[src/rtl/ctrl_pkg.sv]
// Shared types and encodings for the multi-cycle RV32 control unit.
package ctrl_pkg;

  typedef enum logic [2:0] {
    S_FETCH  = 3'd0,
    S_DECODE = 3'd1,
    S_EXEC   = 3'd2,
    S_MEM    = 3'd3,
    S_WB     = 3'd4,
    S_TRAP   = 3'd7
  } state_t;

  localparam logic [6:0] OP_R      = 7'b0110011;
  localparam logic [6:0] OP_LOAD   = 7'b0000011;
  localparam logic [6:0] OP_STORE  = 7'b0100011;
  localparam logic [6:0] OP_BRANCH = 7'b1100011;
  localparam logic [6:0] OP_IMM    = 7'b0010011;

  localparam logic [3:0] ALU_ADD = 4'b0010;
  localparam logic [3:0] ALU_SUB = 4'b0110;
  localparam logic [3:0] ALU_AND = 4'b0000;
  localparam logic [3:0] ALU_OR  = 4'b0001;

  localparam logic [1:0] SRC_B_RS2  = 2'b00;
  localparam logic [1:0] SRC_B_FOUR = 2'b01;
  localparam logic [1:0] SRC_B_IMM  = 2'b10;

endpackage

[src/rtl/multicycle_control_if.sv]
// Control-unit <-> datapath/memory bundle: instruction fields and status in, enables and selects out.
interface multicycle_control_if #(
  parameter int unsigned OP_W = 4
) ();

  logic [6:0]      opcode;
  logic [3:0]      funct;
  logic            zero;
  logic            mem_ready;
  logic            pc_write;
  logic            ir_write;
  logic            mem_read;
  logic            mem_write;
  logic            reg_write;
  logic            mem_to_reg;
  logic            alu_src_a;
  logic [1:0]      alu_src_b;
  logic [OP_W-1:0] alu_op;
  logic [2:0]      state;
  logic            trap;

  modport master (
    input  opcode, funct, zero, mem_ready,
    output pc_write, ir_write, mem_read, mem_write, reg_write, mem_to_reg,
           alu_src_a, alu_src_b, alu_op, state, trap
  );

  modport slave (
    output opcode, funct, zero, mem_ready,
    input  pc_write, ir_write, mem_read, mem_write, reg_write, mem_to_reg,
           alu_src_a, alu_src_b, alu_op, state, trap
  );

endinterface

[src/rtl/alu_decode.sv]
// Maps {instr[30], funct3} to an ALU op; I-type ignores instr[30].
module alu_decode
  import ctrl_pkg::*;
#(
  parameter int unsigned OP_W = 4
) (
  input  logic [3:0]      i_funct,
  input  logic            i_is_itype,
  output logic [OP_W-1:0] o_alu_op,
  output logic            o_funct_illegal
);

  logic [3:0] w_funct;

  always_comb begin
    w_funct         = i_is_itype ? {1'b0, i_funct[2:0]} : i_funct;
    o_alu_op        = '0;
    o_funct_illegal = 1'b0;
    case (w_funct)
      4'b0000: o_alu_op = OP_W'(ALU_ADD);
      4'b1000: o_alu_op = OP_W'(ALU_SUB);
      4'b0111: o_alu_op = OP_W'(ALU_AND);
      4'b0110: o_alu_op = OP_W'(ALU_OR);
      default: o_funct_illegal = 1'b1;
    endcase
  end

endmodule

[src/rtl/multicycle_control.sv]
// Multi-cycle RV32 control FSM: FETCH/DECODE/EXEC/MEM/WB with memory-wait timeout and sticky trap.
module multicycle_control
  import ctrl_pkg::*;
#(
  parameter int unsigned OP_W     = 4,
  parameter int unsigned MAX_WAIT = 15,
  parameter int unsigned EN_ITYPE = 1
) (
  input logic                  clk,
  input logic                  rst_n,
  multicycle_control_if.master bus
);

  localparam int unsigned CNT_W = (MAX_WAIT > 0) ? $clog2(MAX_WAIT + 1) : 1;

  state_t            r_state;
  state_t            w_next;
  logic [CNT_W-1:0]  r_cnt;
  logic [6:0]        r_opcode;
  logic [3:0]        r_funct;
  logic              w_op_legal;
  logic              w_timeout;
  logic              w_is_itype;
  logic              w_funct_illegal;
  logic [OP_W-1:0]   w_alu_op_fn;

  logic              w_pc_write;
  logic              w_ir_write;
  logic              w_mem_read;
  logic              w_mem_write;
  logic              w_reg_write;
  logic              w_mem_to_reg;
  logic              w_alu_src_a;
  logic [1:0]        w_alu_src_b;
  logic [OP_W-1:0]   w_alu_op;
  logic              w_trap;

  assign w_is_itype = (r_opcode == OP_IMM);

  // Timeout fires on the wait cycle that would bring the counter to MAX_WAIT.
  assign w_timeout = (MAX_WAIT != 0) && !bus.mem_ready &&
                     (r_cnt == CNT_W'(MAX_WAIT - 1));

  always_comb begin
    case (bus.opcode)
      OP_R, OP_LOAD, OP_STORE, OP_BRANCH: w_op_legal = 1'b1;
      OP_IMM:                             w_op_legal = (EN_ITYPE != 0);
      default:                            w_op_legal = 1'b0;
    endcase
  end

  alu_decode #(.OP_W(OP_W)) u_alu_decode (
    .i_funct         (r_funct),
    .i_is_itype      (w_is_itype),
    .o_alu_op        (w_alu_op_fn),
    .o_funct_illegal (w_funct_illegal)
  );

  // State register
  always_ff @(posedge clk or negedge rst_n) begin
    if (!rst_n) r_state <= S_FETCH;
    else        r_state <= w_next;
  end

  // Instruction fields captured once, in DECODE
  always_ff @(posedge clk or negedge rst_n) begin
    if (!rst_n) begin
      r_opcode <= '0;
      r_funct  <= '0;
    end else if (r_state == S_DECODE) begin
      r_opcode <= bus.opcode;
      r_funct  <= bus.funct;
    end
  end

  // Memory wait counter: cleared on any state change, counts stalled FETCH/MEM cycles
  always_ff @(posedge clk or negedge rst_n) begin
    if (!rst_n) begin
      r_cnt <= '0;
    end else if (w_next != r_state) begin
      r_cnt <= '0;
    end else if ((r_state == S_FETCH || r_state == S_MEM) && !bus.mem_ready) begin
      r_cnt <= r_cnt + CNT_W'(1);
    end
  end

  // Next-state logic
  always_comb begin
    w_next = r_state;
    case (r_state)
      S_FETCH: begin
        if (bus.mem_ready)  w_next = S_DECODE;
        else if (w_timeout) w_next = S_TRAP;
      end
      S_DECODE: w_next = w_op_legal ? S_EXEC : S_TRAP;
      S_EXEC: begin
        case (r_opcode)
          OP_R, OP_IMM:      w_next = w_funct_illegal ? S_TRAP : S_WB;
          OP_LOAD, OP_STORE: w_next = S_MEM;
          OP_BRANCH:         w_next = S_FETCH;
          default:           w_next = S_TRAP;
        endcase
      end
      S_MEM: begin
        if (bus.mem_ready)  w_next = (r_opcode == OP_LOAD) ? S_WB : S_FETCH;
        else if (w_timeout) w_next = S_TRAP;
      end
      S_WB:    w_next = S_FETCH;
      S_TRAP:  w_next = S_TRAP;
      default: w_next = S_TRAP;
    endcase
  end

  // Output decode; FETCH load strobes and branch pc_write are the only input-dependent terms
  always_comb begin
    w_pc_write   = 1'b0;
    w_ir_write   = 1'b0;
    w_mem_read   = 1'b0;
    w_mem_write  = 1'b0;
    w_reg_write  = 1'b0;
    w_mem_to_reg = 1'b0;
    w_alu_src_a  = 1'b0;
    w_alu_src_b  = SRC_B_RS2;
    w_alu_op     = '0;
    w_trap       = 1'b0;
    case (r_state)
      S_FETCH: begin
        w_mem_read  = 1'b1;
        w_alu_src_b = SRC_B_FOUR;
        w_alu_op    = OP_W'(ALU_ADD);
        w_ir_write  = bus.mem_ready && rst_n;
        w_pc_write  = bus.mem_ready && rst_n;
      end
      S_EXEC: begin
        w_alu_src_a = 1'b1;
        case (r_opcode)
          OP_R: begin
            w_alu_op = w_alu_op_fn;
          end
          OP_IMM: begin
            w_alu_src_b = SRC_B_IMM;
            w_alu_op    = w_alu_op_fn;
          end
          OP_LOAD, OP_STORE: begin
            w_alu_src_b = SRC_B_IMM;
            w_alu_op    = OP_W'(ALU_ADD);
          end
          OP_BRANCH: begin
            w_alu_op   = OP_W'(ALU_SUB);
            w_pc_write = bus.zero;
          end
          default: w_alu_src_a = 1'b0;
        endcase
      end
      S_MEM: begin
        w_mem_read  = (r_opcode == OP_LOAD);
        w_mem_write = (r_opcode == OP_STORE);
      end
      S_WB: begin
        w_reg_write  = 1'b1;
        w_mem_to_reg = (r_opcode == OP_LOAD);
      end
      S_TRAP:  w_trap = 1'b1;
      default: ;
    endcase
  end

  assign bus.pc_write   = w_pc_write;
  assign bus.ir_write   = w_ir_write;
  assign bus.mem_read   = w_mem_read;
  assign bus.mem_write  = w_mem_write;
  assign bus.reg_write  = w_reg_write;
  assign bus.mem_to_reg = w_mem_to_reg;
  assign bus.alu_src_a  = w_alu_src_a;
  assign bus.alu_src_b  = w_alu_src_b;
  assign bus.alu_op     = w_alu_op;
  assign bus.state      = r_state;
  assign bus.trap       = w_trap;

endmodule
[src/flat_wrapper.sv]
// flat-port wrapper written by rule: the top's interface ports become plain ports
module multicycle_control_flat import ctrl_pkg::*;
#(
  parameter int unsigned OP_W     = 4,
  parameter int unsigned MAX_WAIT = 15,
  parameter int unsigned EN_ITYPE = 1
)
  (clk, rst_n, bus_opcode, bus_funct, bus_zero, bus_mem_ready, bus_pc_write, bus_ir_write, bus_mem_read, bus_mem_write, bus_reg_write, bus_mem_to_reg, bus_alu_src_a, bus_alu_src_b, bus_alu_op, bus_state, bus_trap);
  multicycle_control_if #(.OP_W(OP_W)) bus_i ();
  input logic clk;
  input logic rst_n;
  input wire logic [$bits(bus_i.opcode)-1:0] bus_opcode;
  input wire logic [$bits(bus_i.funct)-1:0] bus_funct;
  input wire logic [$bits(bus_i.zero)-1:0] bus_zero;
  input wire logic [$bits(bus_i.mem_ready)-1:0] bus_mem_ready;
  output wire logic [$bits(bus_i.pc_write)-1:0] bus_pc_write;
  output wire logic [$bits(bus_i.ir_write)-1:0] bus_ir_write;
  output wire logic [$bits(bus_i.mem_read)-1:0] bus_mem_read;
  output wire logic [$bits(bus_i.mem_write)-1:0] bus_mem_write;
  output wire logic [$bits(bus_i.reg_write)-1:0] bus_reg_write;
  output wire logic [$bits(bus_i.mem_to_reg)-1:0] bus_mem_to_reg;
  output wire logic [$bits(bus_i.alu_src_a)-1:0] bus_alu_src_a;
  output wire logic [$bits(bus_i.alu_src_b)-1:0] bus_alu_src_b;
  output wire logic [$bits(bus_i.alu_op)-1:0] bus_alu_op;
  output wire logic [$bits(bus_i.state)-1:0] bus_state;
  output wire logic [$bits(bus_i.trap)-1:0] bus_trap;
  assign bus_i.opcode = bus_opcode;
  assign bus_i.funct = bus_funct;
  assign bus_i.zero = bus_zero;
  assign bus_i.mem_ready = bus_mem_ready;
  assign bus_pc_write = bus_i.pc_write;
  assign bus_ir_write = bus_i.ir_write;
  assign bus_mem_read = bus_i.mem_read;
  assign bus_mem_write = bus_i.mem_write;
  assign bus_reg_write = bus_i.reg_write;
  assign bus_mem_to_reg = bus_i.mem_to_reg;
  assign bus_alu_src_a = bus_i.alu_src_a;
  assign bus_alu_src_b = bus_i.alu_src_b;
  assign bus_alu_op = bus_i.alu_op;
  assign bus_state = bus_i.state;
  assign bus_trap = bus_i.trap;
  multicycle_control #(.OP_W(OP_W), .MAX_WAIT(MAX_WAIT), .EN_ITYPE(EN_ITYPE)) u_core (.clk(clk), .rst_n(rst_n), .bus(bus_i));
endmodule
[config.mk]
export PLATFORM = sky130hd
export DESIGN_NAME = multicycle_control_flat
export DESIGN_NICKNAME = d
export VERILOG_FILES = /design/src/rtl/ctrl_pkg.sv /design/src/rtl/multicycle_control_if.sv /design/src/rtl/alu_decode.sv /design/src/rtl/multicycle_control.sv /design/src/flat_wrapper.sv
export SDC_FILE = /design/constraint.sdc
export NUM_CORES = 1
export LEC_CHECK = 0
export CAP_MARGIN = 20
export CORE_MARGIN = 10
export CORE_UTILIZATION = 44
export DETAILED_ROUTE_END_ITERATION = 10
export GPL_TIMING_DRIVEN = 0
export PLACE_DENSITY = 0.83
export REMOVE_ABC_BUFFERS = 1
export SLEW_MARGIN = 20
export SYNTH_ARGS = -nofsm -noshare
export SYNTH_HDL_FRONTEND = slang
export SYNTH_SLANG_ARGS = --single-unit
[constraint.sdc]
create_clock -name clk -period 1.6 [get_ports clk]
set_input_delay 0.32 -clock clk [delete_from_list [all_inputs] [get_ports clk]]
set_output_delay 0.32 -clock clk [all_outputs]
set_load 0.01 [all_outputs]
==> results of run 1 <==
==> per-stage QoR <==
step | TNS, ns | total power, mW
6_report | -5.897 | 0.8060
5_1_grt | -6.893 | 0.8351
4_1_cts | -5.188 | 0.7978
3_5_place_dp | -14.08 | 0.5163
3_3_place_gp | -13.05 | 0.5148
2_1_floorplan | -2.751 | 0.4687
==> cell usage after synthesis, drive strengths merged, types with 2 or more instances <==
master / count / area, µm²
nor2: 11 / 41.29
or3b: 2 / 17.52
buf: 7 / 61.30
nand3: 4 / 20.02
nand2: 11 / 43.80
a211o: 2 / 18.77
and2b: 2 / 17.52
ha: 2 / 25.02
o211ai: 2 / 15.01
a21o: 2 / 15.01
nand2b: 3 / 18.77
nand4: 2 / 12.51
dfrtp: 18 / 450.4
mux2: 10 / 112.6
o21ai: 5 / 25.02
a31oi: 3 / 18.77
inv: 5 / 18.77
xor2: 2 / 17.52
a21oi: 8 / 40.04
nor4: 4 / 40.04
a211oi: 4 / 30.03
==> cells by family (layout without fill, tap and decap cells) <==
| family | count (synthesis) | after routing | synth area share [%] |
|---|---|---|---|
| other | 1 | 1 | 0.2959 |
| AOI/OAI and AO/OA | 36 | 36 | 20.14 |
| DFF | 18 | 18 | 35.54 |
| muxes | 10 | 10 | 8.884 |
| adders and majority gates | 2 | 2 | 1.974 |
| buffers and inverters | 12 | 69 | 6.317 |
| xor gates and xnor gates | 3 | 3 | 2.073 |
| and+or+nand+nor | 49 | 49 | 24.78 |
==> repair_timing <==
item,CTS,global route
pin swaps,9,10
endpoints found under the setup margin,33,26
resized for setup,100,20
buffers inserted,20,11
==> power by group through the flow <==
stage                     clock, mW  sequential, mW  combinational (mW)
after floorplan                   0           0.464             0.00504
final                         0.298           0.455              0.0532
after CTS                     0.290           0.455              0.0530
after global routing          0.322           0.455              0.0578
after detailed placement          0           0.464              0.0528
after global placement            0           0.464              0.0513
==> sequential cells by signal, indices dropped and copies added, names as in the netlist <==
signal,cells
u_core.bus.state,3
u_core.r_cnt,4
u_core.r_funct,4
u_core.r_opcode,7
==> how the worst max path moves through the flow <==
stage	slack, ns	depth (start not counted)	endpoint	from
after global placement	-1.0	4	bus_pc_write	rst_n
after floorplan	-0.50	3	bus_alu_op[2]	u_core.bus.state[2]$_DFF_PN0_
after CTS	-0.50	4	bus_mem_read	u_core.r_opcode[4]$_DFFE_PN0P_
after detailed placement	-1.04	4	bus_pc_write	rst_n
after global routing	-0.67	5	bus_alu_op[2]	u_core.r_opcode[2]$_DFFE_PN0P_
final	-0.58	5	bus_alu_op[2]	u_core.r_opcode[2]$_DFFE_PN0P_
==> metal layers <==
metal | wire length (µm) | vias up | GRT usage (%)
met3 | 366 | 10 | 3.769
met5 | 0 | - | 0
met1 | 1741 | 665 | 17.28
li1 | - | 606 | -
met4 | 90 | 0 | 4.969
met2 | 2167 | 70 | 27.18
==> final cells by class <==
type | instances | area, µm²
inverters | 5 | 21.27
well taps | 31 | 38.79
repair buffers | 60 | 543.0
fillers | 173 | 737.0
multi-input cells | 101 | 923.4
clock buffers | 4 | 36.28
flip-flops and latches | 18 | 457.9
==> run_results.csv, run 1 <==
group,metric,value,unit
outcome,status,"finished with violations",
outcome,violations,"negative setup slack",
cts,tritoncts,"built",
worst_setup_path,crit_type,"reg -> out",
cts,clk-insertion-delay-late,0.30,ns
cells_and_area,utilization,73.28,%
cells_and_area,antennaDiodeCount,0,
floorplan,die_y,73.67,µm
cts,cts_buffer_depth,2,
floorplan,die_area,5427,µm²
synth,synth-main-ff-cell,"dfrtp_1",
cts,cts_buffers,3,
timing,whs,0.03954,ns
timing,clock.fmax,459.0,MHz
power,power_switching,0.1803,mW
cells_and_area,fin_area,2021,µm²
power,intPower,0.6257,mW
worst_setup_path,critPathTopFamily,"simple AND/OR/NAND/NOR gates",
detailed_routing,ant_nets,0,
cts,hold_buffers,0,
synth,ys_seq_elements,18,
detailed_routing,drcViolationCount,0,
synth,synthDistinctLibCells,50,
placement,dpl.hpwl,2452,µm
worst_setup_path,slowest_stage,"dfrtp_1",
cells_and_area,finalNonFillerCells,219,
worst_setup_path,reg2reg_from,"u_core.r_opcode[3]$_DFFE_PN0P_",
global_routing,grt_pass1_wl,6617,µm
synth,synth_async_sr_flop_share,100.0,%
cells_and_area,nets,206,
global_routing,grtUsageTotal,15.30,%
detailed_routing,via_per_inst,6.169,
cells_and_area,final_common_cell,"buf_4",
detailed_routing,wl,4366,µm
job,max_cap_violations,0,
placement,place_ws,-1.037,ns
power,leakagePower,0.8613,nW
power,ir_drop,0.4714,mV
power,p_clk_share,37.0,%
power,p_per_area,398.9,nW/µm²
synth,synth-edff-count,0,
synth,yosysWarnings,0,
timing,rsz0062_at_grt,"true",
floorplan,io_pins,32,
timing,setup_viol,16,
timing,period_minus_slack,2.179,ns
floorplan,placementRows,19,
worst_setup_path,cp.arrival,1.86,ns
cells_and_area,drive_above_1_share,51.60,%
power,p_seq_share,56.4,%
worst_setup_path,crit_path_end_kind,"output port",
cts,cts_sinks,18,
worst_setup_path,max_stage_delay,0.40,ns
worst_setup_path,crit_required,1.28,ns
cts,clk_pin_slew,0.12,ns
timing,worst_slack,-0.5785,ns
synth,synth-seq-area-share,35.54,%
placement,port_buffers,30,
synth,synth.avg_cell_area,9.675,µm²
floorplan,die_w,73.67,µm
placement,gp_congestion,0.9267,
worst_setup_path,reg2reg_setup_slack,-0.36,ns
detailed_routing,vias,1351,
worst_setup_path,cp_cell_sequence,"nand4bb_4, a211o_4, a21oi_2, nor4b_4, buf_2",
timing,skew,0.005682,ns
floorplan,start_util,45.96,%
global_routing,first_global_vias,1363,
timing,fin_crit_sh,136.2,%
power,combPwrFrac,6.6,%
global_routing,overflow,0,
detailed_routing,first_pass_iters,4,
synth,syn-instance-count,131,
worst_setup_path,crit_path_max_fanout,5,
global_routing,grt_max_degree,20,
timing,drv_slew,0,
worst_setup_path,rr_endpoint,"u_core.r_cnt[2]$_DFFE_PN0P_",
synth,mappedNetlistArea,1267,µm²
detailed_routing,routedWlPerCell,19.94,µm
cts,clock-root-buffer,"clkbuf_4",
cells_and_area,syn_to_final_growth,59.43,%
worst_setup_path,start_kind,"flop",
timing,finalHoldViolations,0,
min_path,hold_path.class,"in -> async",
worst_setup_path,cp.buffers_inverters,1,
worst_setup_path,reg2regPathDepth,8,
cts,htreeDepth,1,
floorplan,core_area,2758,µm²
placement,dp.cells,185,
detailed_routing,drt-initial-drc-count,136,
cells_and_area,layout_common_cells,"buf_4 (21), clkdlybuf4s50_1 (13), dfrtp_1 (12), nand2_1 (10), buf_6 (10)",
placement,placed_area,1545,µm²
power,switching_share,22.37,%
global_routing,antenna_found_initial,0,
(Power assumes the default switching activity.)
==> run 2: changes to the inputs <==
--- a/config.mk
+++ b/config.mk
@@ -5,6 +5,7 @@
 export SDC_FILE = /design/constraint.sdc
 export NUM_CORES = 1
 export LEC_CHECK = 0
+export ABC_AREA = 1
 export CAP_MARGIN = 20
 export CORE_MARGIN = 10
 export CORE_UTILIZATION = 44
==> run 2 against run 1 <==
Clock skew up 0.0060 ns. Worst setup slack worse by 0.043 ns. Combinational power rose to 2.6 times the previous value. Wire length up 4.4%. The flow still finishes with violations (negative setup slack).
==> run_results.csv, run 2 <==
group,metric,value,unit
outcome,status,"finished with violations",
outcome,violations,"negative setup slack",
power,p_seq_share,52.3,%
synth,yosysWarnings,0,
power,ir_drop,0.4881,mV
min_path,hold_path.class,"in -> async",
cells_and_area,syn_to_final_growth,61.37,%
cells_and_area,finalNonFillerCells,258,
detailed_routing,ant_nets,0,
worst_setup_path,reg2reg_from,"u_core.r_opcode[2]$_DFFE_PN0P_",
cells_and_area,largest_reg_flops,7,
cells_and_area,multi_input_area,840.8,µm²
detailed_routing,drt-initial-drc-count,94,
power,power_switching,0.2488,mW
detailed_routing,wl,4560,µm
worst_setup_path,endpoint,"bus_alu_op[1]",
timing,period_minus_slack,2.222,ns
cells_and_area,nets,245,
floorplan,die_area,5404,µm²
global_routing,met2_usage,26.04,%
synth,synthDistinctLibCells,31,
synth,mappedNetlistArea,1260,µm²
cells_and_area,antennaDiodeCount,0,
worst_setup_path,cp.arrival,1.90,ns
synth,synth.avg_cell_area,7.974,µm²
placement,dp.cells,216,
timing,drv_slew,0,
cts,clock-root-buffer,"clkbuf_4",
job,max_cap_violations,0,
synth,synth-main-ff-cell,"dfrtp_1",
timing,max_slew.worst_pin.slew,0.5369,ns
cts,cts_buffers,3,
synth,synth_top_area_share,35.75,%
detailed_routing,routedWlPerCell,17.67,µm
global_routing,met1_usage,16.56,%
worst_setup_path,start_kind,"flop",
worst_setup_path,crit_top_cell,"inv_2",
placement,place_ws,-1.019,ns
worst_setup_path,slowest_stage,"or4_4",
timing,skew,0.01173,ns
worst_setup_path,crit_path_end_kind,"output port",
synth,yosys.area.top_type,"dfrtp_1",
synth,synth-edff-count,0,
detailed_routing,vias,1435,
floorplan,die_w,73.51,µm
floorplan,placementRows,19,
global_routing,grtUsageTotal,15.46,%
worst_setup_path,crit_required,1.28,ns
cells_and_area,fillerInstances,187,
placement,port_buffers,30,
cells_and_area,final_common_cell,"buf_4",
timing,clock.fmax,450.1,MHz
timing,relSlewSlack,64.20,%
worst_setup_path,crit_path_start,"u_core.r_opcode[6]$_DFFE_PN0P_",
floorplan,core_area,2758,µm²
cts,clk-insertion-delay-late,0.31,ns
timing,fin_crit_sh,138.9,%
global_routing,antenna_found_initial,0,
timing,rsz0062_at_grt,"true",
placement,dpl.hpwl,2443,µm
synth,synth_async_sr_flop_share,100.0,%
global_routing,overflow,0,
power,p_clk_share,32.8,%
global_routing,grt-busiest-layer,"met2",
timing,worst_slack,-0.6216,ns
cts,htreeDepth,1,
cells_and_area,top_register,"u_core.r_opcode",
cts,cts_sinks,18,
worst_setup_path,reg2regPathDepth,14,
worst_setup_path,crit_type,"reg -> out",
power,switching_share,26.81,%
synth,synth-seq-area-share,35.75,%
worst_setup_path,cp_cell_sequence,"inv_2, nand2_4, or4_4, inv_2, buf_4, o21ai_1, nand2_1, buf_6",
cells_and_area,utilization,73.73,%
worst_setup_path,max_stage_delay,0.51,ns
detailed_routing,via_per_inst,5.562,
worst_setup_path,crit_path_max_fanout,4,
detailed_routing,drcViolationCount,0,
worst_setup_path,reg2reg_setup_slack,-0.30,ns
timing,whs,0.05774,ns
global_routing,grt_pass1_wl,6617,µm
power,combPwrFrac,14.9,%
cells_and_area,drive_above_1_share,54.63,%
cts,tritoncts,"built",
cells_and_area,seqCellArea,454.2,µm²
timing,setup_viol,18,
power,p_per_area,456.4,nW/µm²
cells_and_area,layout_common_cells,"buf_4 (32), nand2_1 (26), dfrtp_1 (15), clkdlybuf4s50_1 (13)",
timing,finalHoldViolations,0,
floorplan,die_y,73.51,µm
power,leakagePower,0.9955,nW
synth,ys_seq_elements,18,
synth,synth_top_cells_by_count,"nand2_1 (31), dfrtp_1 (18), inv_1 (17)",
global_routing,gr-usage-met3,3.903,%
floorplan,start_util,45.69,%
placement,gp_congestion,0.8615,
power,intPower,0.6793,mW
cells_and_area,top_regs,"u_core.r_opcode (7), u_core.r_cnt (4), u_core.r_funct (4)",
detailed_routing,first_pass_iters,6,
cts,hold_buffers,0,
cts,cts_buffer_depth,2,
cts,clk_pin_slew,0.12,ns
synth,syn-instance-count,158,
floorplan,io_pins,32,
worst_setup_path,rr_endpoint,"u_core.r_cnt[0]$_DFFE_PN0P_",
global_routing,first_global_vias,1426,
global_routing,grt_max_degree,20,
synth,yosysMostFrequentCell,"nand2_1",
synth,synthTopCellsByArea,"dfrtp_1 (36%), nand2_1 (9.2%), inv_1 (5.1%)",
-- run 2: per-stage QoR --
stage          total power [mW]  cell area [µm²]  setup TNS [ns]
2_1_floorplan            0.5320             1241         -0.4904
3_3_place_gp             0.5844             1580          -6.991
3_5_place_dp             0.5887             1580          -7.439
4_1_cts                  0.9058             1831          -4.204
5_1_grt                  0.9561             2033          -6.999
6_report                 0.9280             2033          -5.506
-- run 2: what timing repair did --
item,4_1_cts,5_1_grt
endpoints found under the setup margin,20,25
resized for setup,96,22
buffers inserted,22,18
pin swaps,11,12
-- run 2: cell type report --
cell class,count,area share [%]
Timing Repair Buffer,68,27.63
Multi-Input combinational cell,112,41.35
Tap cell,31,1.908
Sequential cell,18,22.34
Inverter,25,4.985
Clock buffer,4,1.785
-- run 2: logic make-up after synthesis --
kind of cell,Yosys count,share of synthesized area (%)
simple gates,85,39.33
buf+inv,28,8.937
flops,18,35.75
compound gates,16,7.150
mux,5,4.468
xor+xnor,3,2.086
fa+ha+maj,2,1.986
other cells,1,0.2976
-- run 2: critical path, delay by kind of cell, from the launching register on --
| kind | cells | cell delay (ns) |
|---|---|---|
| AO/OA/AOI/OAI | 1 | 0.05 |
| flip-flops | 1 | 0.47 |
| buffers and inverters | 4 | 0.39 |
| AND/OR/NAND/NOR | 3 | 0.66 |
-- run 2: worst min-delay path by stage --
stage / slack (ns) / start / to
after global placement: 0.49 / u_core.r_opcode[1]$_DFFE_PN0P_ / u_core.r_opcode[1]$_DFFE_PN0P_
final: 0.06 / rst_n / u_core.r_opcode[6]$_DFFE_PN0P_
after CTS: 0.07 / rst_n / u_core.bus.state[2]$_DFF_PN0_
after floorplan: 0.02 / rst_n / u_core.bus.state[0]$_DFF_PN0_
after global routing: 0.09 / rst_n / u_core.r_opcode[2]$_DFFE_PN0P_
after detailed placement: 0.51 / u_core.r_opcode[1]$_DFFE_PN0P_ / u_core.r_opcode[1]$_DFFE_PN0P_
-- run 2: power by group through the flow --
stage	logic, mW	clock network, mW	registers [mW]
floorplan	0.0452	0	0.487
global placement	0.0957	0	0.489
detailed placement	0.0988	0	0.490
CTS	0.117	0.307	0.482
global route	0.148	0.322	0.487
finish	0.139	0.304	0.485
-- run 2: layer usage --
layer / wire length, µm / part of all wire (%)
met5: 0 / 0
met2: 2321 / 51
met3: 326 / 7.1
met1: 1711 / 38
met4: 201 / 4.4
